==> config.mk <==
export PLATFORM = sky130hd
export DESIGN_NAME = mem_bus_arbiter
export DESIGN_NICKNAME = d
export VERILOG_FILES = /design/src/rtl/mem_bus_arbiter_pkg.sv /design/src/rtl/mem_arb_rr2.sv /design/src/rtl/mem_bus_arbiter.sv
export SDC_FILE = /design/constraint.sdc
export NUM_CORES = 1
export LEC_CHECK = 0
export ABC_AREA = 1
export BUFFER_PORTS_ARGS = -buffer_cell sky130_fd_sc_hd__buf_2
export CAP_MARGIN = 20
export CORE_MARGIN = 5
export CORE_UTILIZATION = 53
export DETAILED_ROUTE_END_ITERATION = 8
export PLACE_DENSITY = 0.84
export SLEW_MARGIN = 0
export SYNTH_ARGS = -nofsm -noshare
export SYNTH_HDL_FRONTEND = slang
export SYNTH_SLANG_ARGS = --single-unit
==> constraint.sdc <==
create_clock -name clk -period 11.1 [get_ports clk]
set_input_delay 0.555 -clock clk [delete_from_list [all_inputs] [get_ports clk]]
set_output_delay 0.555 -clock clk [all_outputs]
set_load 0.01 [all_outputs]
==> src/rtl/mem_bus_arbiter_pkg.sv <==
`timescale 1ns/1ps
// -----------------------------------------------------------------------------
// mem_bus_arbiter_pkg
//
// Shared definitions for the two-requester memory bus arbiter:
//   state_t   - arbiter FSM states (idle, I-side line burst, D-side single access)
//   grant_t   - identifies which requester was served most recently
//   idx_width - width of the word-within-line index for a given line length
// -----------------------------------------------------------------------------
package mem_bus_arbiter_pkg;

   typedef enum logic [1:0] {
      ST_IDLE    = 2'd0,
      ST_I_BURST = 2'd1,
      ST_D_ACC   = 2'd2
   } state_t;

   typedef enum logic {
      GNT_I = 1'b0,
      GNT_D = 1'b1
   } grant_t;

   // Index width for a line of line_words words. Never returns 0, so a
   // degenerate one-word line still yields a legal vector.
   function automatic int idx_width(input int line_words);
      return (line_words > 1) ? $clog2(line_words) : 1;
   endfunction

endpackage

==> src/rtl/mem_arb_rr2.sv <==
`timescale 1ns/1ps
// -----------------------------------------------------------------------------
// mem_arb_rr2
//
// Two-way round-robin priority picker. A lone requester always wins; when
// both request, the side that was NOT granted last time wins.
//
// Ports:
//   req_i      in   I-side request
//   req_d      in   D-side request
//   last_grant in   side served by the most recent completed transaction
//   grant_i    out  I-side wins this cycle
//   grant_d    out  D-side wins this cycle (one-hot with grant_i)
// -----------------------------------------------------------------------------
module mem_arb_rr2
   import mem_bus_arbiter_pkg::*;
(
   input  logic   req_i,
   input  logic   req_d,
   input  grant_t last_grant,
   output logic   grant_i,
   output logic   grant_d
);

   always_comb begin
      grant_i = 1'b0;
      grant_d = 1'b0;
      if (req_i && req_d) begin
         if (last_grant == GNT_I) begin
            grant_d = 1'b1;
         end else begin
            grant_i = 1'b1;
         end
      end else begin
         grant_i = req_i;
         grant_d = req_d;
      end
   end

endmodule

==> src/rtl/mem_bus_arbiter.sv <==
`timescale 1ns/1ps
// -----------------------------------------------------------------------------
// mem_bus_arbiter
//
// Shares one word-wide memory port between the I-cache refill engine (burst
// of LINE_WORDS words per line) and the data memory stage (single word).
// Arbitration happens only in IDLE, is round-robin on ties, and is never
// preemptive: a started burst or access always runs to completion.
//
// Ports:
//   clk, rst        clock, asynchronous active-high reset
//   i_req, i_addr   I-side refill request and miss address (line-aligned here)
//   i_wdata_valid   refill word present on i_rdata / i_widx this cycle
//   i_rdata, i_widx refill word and its index within the line
//   i_done          pulse together with the last refill word
//   d_req, d_wen,   D-side request, write enable, byte address, write data;
//   d_addr, d_wdata held stable until d_ack
//   d_rdata, d_ack  D-side read data (0 for writes) and completion pulse
//   mem_cs, mem_we, external access strobe, write enable, byte address,
//   mem_addr,       write data
//   mem_dout
//   mem_din,mem_ack external read data and completion
//
// All outputs are registered. A grant takes one cycle (mem_cs rises in the
// first cycle of the granted state), and every completion returns to IDLE,
// so mem_cs is low for at least one cycle between transactions.
// -----------------------------------------------------------------------------
module mem_bus_arbiter
   import mem_bus_arbiter_pkg::*;
#(
   parameter  int LINE_WORDS = 4,
   parameter  int ADDR_W     = 32,
   parameter  int DATA_W     = 32,
   localparam int IDX_W      = idx_width(LINE_WORDS)
)(
   input  logic              clk,
   input  logic              rst,

   input  logic              i_req,
   input  logic [ADDR_W-1:0] i_addr,
   output logic              i_wdata_valid,
   output logic [DATA_W-1:0] i_rdata,
   output logic [IDX_W-1:0]  i_widx,
   output logic              i_done,

   input  logic              d_req,
   input  logic              d_wen,
   input  logic [ADDR_W-1:0] d_addr,
   input  logic [DATA_W-1:0] d_wdata,
   output logic [DATA_W-1:0] d_rdata,
   output logic              d_ack,

   output logic              mem_cs,
   output logic              mem_we,
   output logic [ADDR_W-1:0] mem_addr,
   output logic [DATA_W-1:0] mem_dout,
   input  logic [DATA_W-1:0] mem_din,
   input  logic              mem_ack
);

   // Byte offset bits covered by one line (word index + 2 byte-select bits).
   localparam int                OFF_W     = IDX_W + 2;
   localparam logic [ADDR_W-1:0] LINE_MASK = {{(ADDR_W-OFF_W){1'b1}}, {OFF_W{1'b0}}};
   localparam logic [IDX_W-1:0]  CNT_LAST  = IDX_W'(LINE_WORDS - 1);

   // ---------------------------------------------------------------------
   // State and registered outputs
   // ---------------------------------------------------------------------
   state_t              state_reg;
   grant_t              last_grant_reg;
   logic [IDX_W-1:0]    cnt_reg;
   logic [ADDR_W-1:0]   base_reg;

   logic                mem_cs_reg;
   logic                mem_we_reg;
   logic [ADDR_W-1:0]   mem_addr_reg;
   logic [DATA_W-1:0]   mem_dout_reg;
   logic                i_wdata_valid_reg;
   logic [DATA_W-1:0]   i_rdata_reg;
   logic [IDX_W-1:0]    i_widx_reg;
   logic                i_done_reg;
   logic [DATA_W-1:0]   d_rdata_reg;
   logic                d_ack_reg;

   // ---------------------------------------------------------------------
   // Arbitration
   // ---------------------------------------------------------------------
   logic grant_i;
   logic grant_d;

   mem_arb_rr2 u_rr2 (
      .req_i      (i_req),
      .req_d      (d_req),
      .last_grant (last_grant_reg),
      .grant_i    (grant_i),
      .grant_d    (grant_d)
   );

   // ---------------------------------------------------------------------
   // Burst address generation
   // ---------------------------------------------------------------------
   logic [IDX_W-1:0]  cnt_next;
   logic [ADDR_W-1:0] line_base_next;
   logic [ADDR_W-1:0] word_off_next;
   logic [ADDR_W-1:0] burst_addr_next;

   always_comb begin
      cnt_next       = cnt_reg + IDX_W'(1);
      line_base_next = i_addr & LINE_MASK;
      word_off_next  = '0;
      word_off_next[OFF_W-1:2] = cnt_next;
      // base is line aligned, so adding the offset never carries out of
      // the line; the wrapped index on the final word points back at base.
      burst_addr_next = base_reg + word_off_next;
   end

   // ---------------------------------------------------------------------
   // FSM, counter and output registers
   // ---------------------------------------------------------------------
   always_ff @(posedge clk or posedge rst) begin
      if (rst) begin
         state_reg         <= ST_IDLE;
         last_grant_reg    <= GNT_I;
         cnt_reg           <= '0;
         base_reg          <= '0;
         mem_cs_reg        <= 1'b0;
         mem_we_reg        <= 1'b0;
         mem_addr_reg      <= '0;
         mem_dout_reg      <= '0;
         i_wdata_valid_reg <= 1'b0;
         i_rdata_reg       <= '0;
         i_widx_reg        <= '0;
         i_done_reg        <= 1'b0;
         d_rdata_reg       <= '0;
         d_ack_reg         <= 1'b0;
      end else begin
         // Completion strobes are single-cycle pulses.
         i_wdata_valid_reg <= 1'b0;
         i_done_reg        <= 1'b0;
         d_ack_reg         <= 1'b0;

         unique case (state_reg)
            ST_IDLE: begin
               // mem_ack here belongs to no access and is ignored.
               if (grant_d) begin
                  state_reg    <= ST_D_ACC;
                  mem_cs_reg   <= 1'b1;
                  mem_we_reg   <= d_wen;
                  mem_addr_reg <= d_addr;
                  mem_dout_reg <= d_wdata;
               end else if (grant_i) begin
                  state_reg    <= ST_I_BURST;
                  cnt_reg      <= '0;
                  base_reg     <= line_base_next;
                  mem_cs_reg   <= 1'b1;
                  mem_we_reg   <= 1'b0;
                  mem_addr_reg <= line_base_next;
                  mem_dout_reg <= '0;
               end
            end

            ST_D_ACC: begin
               // The requester holds d_wen/d_addr/d_wdata stable, so the
               // values captured at grant remain the ones being driven.
               if (mem_ack) begin
                  d_ack_reg      <= 1'b1;
                  d_rdata_reg    <= mem_we_reg ? '0 : mem_din;
                  last_grant_reg <= GNT_D;
                  mem_cs_reg     <= 1'b0;
                  mem_we_reg     <= 1'b0;
                  state_reg      <= ST_IDLE;
               end
            end

            ST_I_BURST: begin
               if (mem_ack) begin
                  i_wdata_valid_reg <= 1'b1;
                  i_rdata_reg       <= mem_din;
                  i_widx_reg        <= cnt_reg;
                  cnt_reg           <= cnt_next;
                  mem_addr_reg      <= burst_addr_next;
                  if (cnt_reg == CNT_LAST) begin
                     // cnt_next has wrapped to zero, ready for the next line.
                     i_done_reg     <= 1'b1;
                     last_grant_reg <= GNT_I;
                     mem_cs_reg     <= 1'b0;
                     state_reg      <= ST_IDLE;
                  end
               end
            end

            default: begin
               state_reg  <= ST_IDLE;
               mem_cs_reg <= 1'b0;
               mem_we_reg <= 1'b0;
            end
         endcase
      end
   end

   // ---------------------------------------------------------------------
   // Output wiring
   // ---------------------------------------------------------------------
   assign mem_cs        = mem_cs_reg;
   assign mem_we        = mem_we_reg;
   assign mem_addr      = mem_addr_reg;
   assign mem_dout      = mem_dout_reg;
   assign i_wdata_valid = i_wdata_valid_reg;
   assign i_rdata       = i_rdata_reg;
   assign i_widx        = i_widx_reg;
   assign i_done        = i_done_reg;
   assign d_rdata       = d_rdata_reg;
   assign d_ack         = d_ack_reg;

endmodule

Word level (Yosys, flattened, before mapping) --
Index checks and enable logic that the tools add are counted. W data, S select, Z words.
Storage, ports and cells: bits in registers 168, input port bits 134
Cells by class: $add $sub $neg 2, equal/unequal tests 9, mux-type cells 38, bitwise operators 2, reductions and logical operators 14
Operator list (count):
- $mux W32 | 6
- $pmux W32 S2 | 1
- $add A32 B4 Y32 | 1
- $mux W1 | 18
- $mux W2 | 8
- $reduce_and A4 Y1 | 3
- $ne A2 B2 Y1 const B | 5
- $reduce_and A3 Y1 | 3
- $pmux W1 S3 | 2
- $pmux W2 S3 | 1
- $reduce_and A2 Y1 | 3
- $reduce_bool A2 Y1 | 3
- $eq A2 B2 Y1 const B | 2
- $pmux W2 S2 | 1
- $ne A3 B3 Y1 const B | 1
- $add A2 B1 Y2 const B | 1
- $eq A2 B1 Y1 const B | 1
- $logic_not A2 Y1 | 1
- $not A1 Y1 | 2
- $pmux W1 S2 | 1
- $logic_and A1 B1 Y1 | 1

Logic depth before layout (Yosys ltp) --
depth after elaboration 5, mapped depth 9, mapped depth without buffers 7

By module --
Synthesis repeated with hierarchy kept, for this count alone.
Second synthesis, totals: cell total of the unflattened synthesis 858, area total of the unflattened synthesis 7141.8 um2
By module, submodules not included:
- mem_bus_arbiter | instances 1, cells each 853, area each 7120.6 um2
- mem_arb_rr2 | instances 1, cells each 5, area each 21.3 um2

Worst setup path after synthesis --
Ideal clock, no wire load.
path kind input-to-reg, start in d_req, end reg base_reg[27], library setup time 117 ps, arrival time 1173 ps, path slack 9810 ps, stages 8, buffers on the path 2, path through nand2_1 nand2_1 inv_1 nand2_1 buf_2 buf_2 nand2_1 nand2_1
Between the ends: longest elaborated chain between the ends 4
RTL lines:
- start: declaration | line mem_bus_arbiter.sv:46 | input logic d_req,
- $logic_and A1 B1 Y1 | line mem_arb_rr2.sv:28 | if (req_i && req_d) begin
- $mux W1 | line mem_arb_rr2.sv:28
- $not A1 Y1 (no source line)
- $reduce_and A3 Y1 (no source line) (*)
- end signal: assignment | line mem_bus_arbiter.sv:154 | base_reg <= line_base_next;
- end: declaration | line mem_bus_arbiter.sv:72 | logic [ADDR_W-1:0] base_reg;
Mark *: on every way between the ends. The rest lies on a longest branch, timed or not. A chain may end at the register's enable or synchronous reset.

Worst setup path in the final report --
start reg state_reg[0], end reg mem_dout_reg[22], in the netlist mem_dout[22]
Between the ends: longest elaborated chain between the ends 2
RTL lines:
- start: declaration | line mem_bus_arbiter.sv:69 | state_t state_reg;
- start signal: assignment | line mem_bus_arbiter.sv:122 | state_reg <= ST_IDLE;
- start signal: assignment | line mem_bus_arbiter.sv:146 | state_reg <= ST_D_ACC;
- start signal: assignment | line mem_bus_arbiter.sv:152 | state_reg <= ST_I_BURST;
- $logic_not A2 Y1 | line mem_bus_arbiter.sv:142 | unique case (state_reg)
- $reduce_and A2 Y1 (no source line)
- end signal: assignment | line mem_bus_arbiter.sv:150 | mem_dout_reg <= d_wdata;
- end: declaration | line mem_bus_arbiter.sv:77 | logic [DATA_W-1:0] mem_dout_reg;
Every way passes these cells.

==> impl_metrics.json <==
{
  "dieWidth_um": 127,
  "first_iter_violations": 717,
  "setup.worst_path.end_class": "flip-flop",
  "cts_resizes": 0,
  "r2r-end": "mem_dout[22]$_DFFE_PP0P_",
  "net-switching-power_mw": 1.05,
  "detail_route.drc_violations": 0,
  "yosys.area_share.xor_xnor_pct": 0,
  "worst-slew-pin-transition_ns": 1.12,
  "floorplan.initialDensity_pct": 54.5,
  "synthesis.instances": 896,
  "postCtsSetupRepairBufs": 0,
  "syn_area_per_cell_um2": 8.11,
  "worst-r2r-cell-count": 5,
  "cts_hold_buf": 0,
  "routed_wire_length_per_instance_um": 15.5,
  "first_global_vias": 6547,
  "vdd_drop_max_mv": 0.166,
  "post_synth_and_or_nand_nor_area_fraction_pct": 32.5,
  "clockBufferDepth": 2,
  "gp_routability_congestion": 0.819,
  "worst_setup_path_endpoint": "mem_dout[22]$_DFFE_PP0P_",
  "power_frac_seq_pct": 38.4,
  "synth_adder_area_share_pct": 0.172,
  "num_rows": 42,
  "final-setup-viol-count": 0,
  "clk_root_buffer_cell": "sky130_fd_sc_hd__clkbuf_16",
  "tritoncts.num_buffers": 17,
  "synthesis.yosys.warnings": 0,
  "antenna-diode-count": 0,
  "combinationalPowerShare_pct": 38.2,
  "outcome": "completed",
  "grt_max_degree": 122,
  "die_height_um": 127,
  "synth_compound_area_share_pct": 4.65,
  "dominant_combinational_cell_family_by_area_after_synthesis": "simple AND/OR/NAND/NOR gates",
  "clkSlewWorstSetupHoldPaths_ns": 0.07,
  "grt_first_pass_wirelength_um": 32400,
  "p_sw_share_pct": 39.3,
  "worst_r2r_startpoint": "state_reg[0]$_DFFE_PP0P_",
  "yosysSeqAreaShare_pct": 57.8,
  "vias_per_cell": 5.22,
  "num_io_pins": 269,
  "timing.max_cap.violations": 0,
  "syn-cell-area_mm2": 0.00727,
  "crit_path_start": "state_reg[0]$_DFFE_PP0P_",
  "firstDrtPassIters": 5,
  "drive_gt1_share_pct": 27.4,
  "slew_viol_final": 0,
  "cts.sink_count": 168,
  "num_vias": 6882,
  "r2r_setup_slack_ns": 8.32,
  "arrival_ns": 3.14,
  "hold_viol": 0,
  "pwr-share-clk_pct": 23.4,
  "min-delay-path-class": "input port to asynchronous set/reset pin",
  "synth.net_count": 1031,
  "layout.nets": 1265,
  "start_kind": "flip-flop",
  "crit_required_ns": 11.46,
  "total_die_area_mm2": 0.0162,
  "area_delta_synth_final_pct": 27.1,
  "clk-insertion-delay-late_ns": 0.42,
  "skew_ns": 0.00994,
  "gr-total-overflow": 0,
  "synth_mux_area_share_pct": 0,
  "grt_setup_unrepaired": "false",
  "yosys_register_bits": 168,
  "buffer_ports.inserted": 264,
  "total_leakage_power_nw": 5.36,
  "cellPowerDensity_mw_per_mm2": 290,
  "cts_max_level": 4,
  "tritoncts": "built",
  "postRouteAntennaNets": 0,
  "dp_hpwl_um": 13400,
  "cell_internal_pwr_mw": 1.63,
  "timing.setup.critical_path_class": "flip-flop to flip-flop",
  "timing.final.crit_share_pct": 25.1,
  "setup-tns-final_ns": 0,
  "final_core_utilization_pct": 69.2,
  "fmax_mhz": 359,
  "synth.lib_cells_used.distinct": 22,
  "slew-limit-headroom_pct": 25.3,
  "placeableCoreArea_mm2": 0.0133,
  "grt.total_usage_pct": 25.0,
  "final_period_minus_worst_setup_slack_ns": 2.78,
  "grt_antenna_before_repair": 0,
  "route.final.wire_length_um": 20500,
  "highest_net_fanout_along_the_worst_path": 64
}
## layout make-up
class,instances,area [um2]
tap,176,220
inverter,14,57.6
fill,1121,4110
sequential,168,4200
clock buffer,19,433
clock inverter,13,193
timing repair buffer,271,1410
multi-input combinational,658,2720
## how the worst min path moves through the flow
stage                                         from                  endpoint  slack (ns)  cells after the start
after CTS                               d_wdata[5]   mem_dout[5]$_DFFE_PP0P_        0.31                      3
after floorplan           base_reg[10]$_DFFE_PP0P_  base_reg[10]$_DFFE_PP0P_        0.44                      2
after global routing                           rst           d_ack$_DFF_PP0_        0.13                      2
after detailed placement  base_reg[13]$_DFFE_PP0P_  base_reg[13]$_DFFE_PP0P_        0.46                      2
final                                          rst           d_ack$_DFF_PP0_        0.11                      2
after global placement          mem_cs$_DFFE_PP0P_        mem_cs$_DFFE_PP0P_        0.45                      2
## metrics by stage
| stage | hold slack (ns) | setup WS [ns] | cell area (um2) | power (mW) | std cells |
|---|---|---|---|---|---|
| final | 0.109 | 8.32 | 9240 | 2.68 | 1319 |
| after floorplan | 0.443 | 6.00 | 7270 | 1.67 | 896 |
| after detailed placement | 0.459 | 7.98 | 8550 | 2.05 | 1284 |
| after CTS | 0.309 | 8.26 | 9180 | 2.69 | 1316 |
| after global routing | 0.126 | 8.08 | 9240 | 2.88 | 1319 |
| after global placement | 0.451 | 8.05 | 8550 | 2.02 | 1284 |
## cells by family after synthesis
kind of cell,count (synthesis)
adder cells (fa/ha/maj),1
AO/OA/AOI/OAI,67
flip-flops,168
buffers and inverters,70
AND/OR/NAND/NOR,590
## worst max-delay path: stages, from the launching register on
cell	delay [ns]
sky130_fd_sc_hd__dfrtp_1	0.48
sky130_fd_sc_hd__nor2_4	0.65
sky130_fd_sc_hd__nand2_4	0.59
sky130_fd_sc_hd__nor2_4	0.75
sky130_fd_sc_hd__nand2_1	0.13
sky130_fd_sc_hd__nand2_1	0.10
## per-layer routing
metal | global-route usage (%) | up-vias | part of all wire [%]
met5 | 0 | - | 0
met3 | 5.47 | 40 | 7.5
met1 | 32.7 | 3272 | 41
met4 | 10.0 | 0 | 2.5
met2 | 41.0 | 286 | 49
li1 | - | 3284 | -
## Yosys cell counts, drive strengths merged
cell type  number  area share [%]
a21oi          29             2.0
inv            14            0.72
nand3          90             6.3
dfrtp         168              58
nor2           34             2.0
clkbuf         11            0.57
nand2         465              24
o21a            1            0.10
buf            45             3.6
ha              1            0.17
o21ai          37             2.5
nand4           1           0.086
## power by group through the flow
stage,Clock (mW),Sequential (mW),Combinational [mW]
2_1_floorplan,0,1.12,0.549
3_3_place_gp,0,1.02,0.996
3_5_place_dp,0,1.03,1.03
4_1_cts,0.633,1.03,1.03
5_1_grt,0.658,1.06,1.15
6_report,0.628,1.03,1.02
## layout by cell type, fill, tap and decap left out
cell,instances
sky130_fd_sc_hd__dfrtp_1,168
sky130_fd_sc_hd__a21oi_1,29
sky130_fd_sc_hd__nand2_1,461
sky130_fd_sc_hd__o21ai_0,23
sky130_fd_sc_hd__buf_4,4
sky130_fd_sc_hd__nor2_2,1
sky130_fd_sc_hd__buf_12,1
sky130_fd_sc_hd__nand2_2,3
sky130_fd_sc_hd__nand4_1,1
sky130_fd_sc_hd__o21ai_1,14
sky130_fd_sc_hd__clkinvlp_4,5
sky130_fd_sc_hd__ha_1,1
sky130_fd_sc_hd__clkbuf_16,17
sky130_fd_sc_hd__clkbuf_1,2
sky130_fd_sc_hd__buf_8,1
sky130_fd_sc_hd__bufinv_16,4
sky130_fd_sc_hd__o21a_1,1
sky130_fd_sc_hd__inv_1,10
sky130_fd_sc_hd__nor2_1,31
sky130_fd_sc_hd__buf_16,1
sky130_fd_sc_hd__nand3_1,89
sky130_fd_sc_hd__clkinv_4,1
sky130_fd_sc_hd__nor2_4,2
sky130_fd_sc_hd__inv_6,4
sky130_fd_sc_hd__inv_2,3
sky130_fd_sc_hd__nand2_4,1
sky130_fd_sc_hd__buf_2,264
sky130_fd_sc_hd__nand3_2,1
Power figures use the tool's default switching activity.
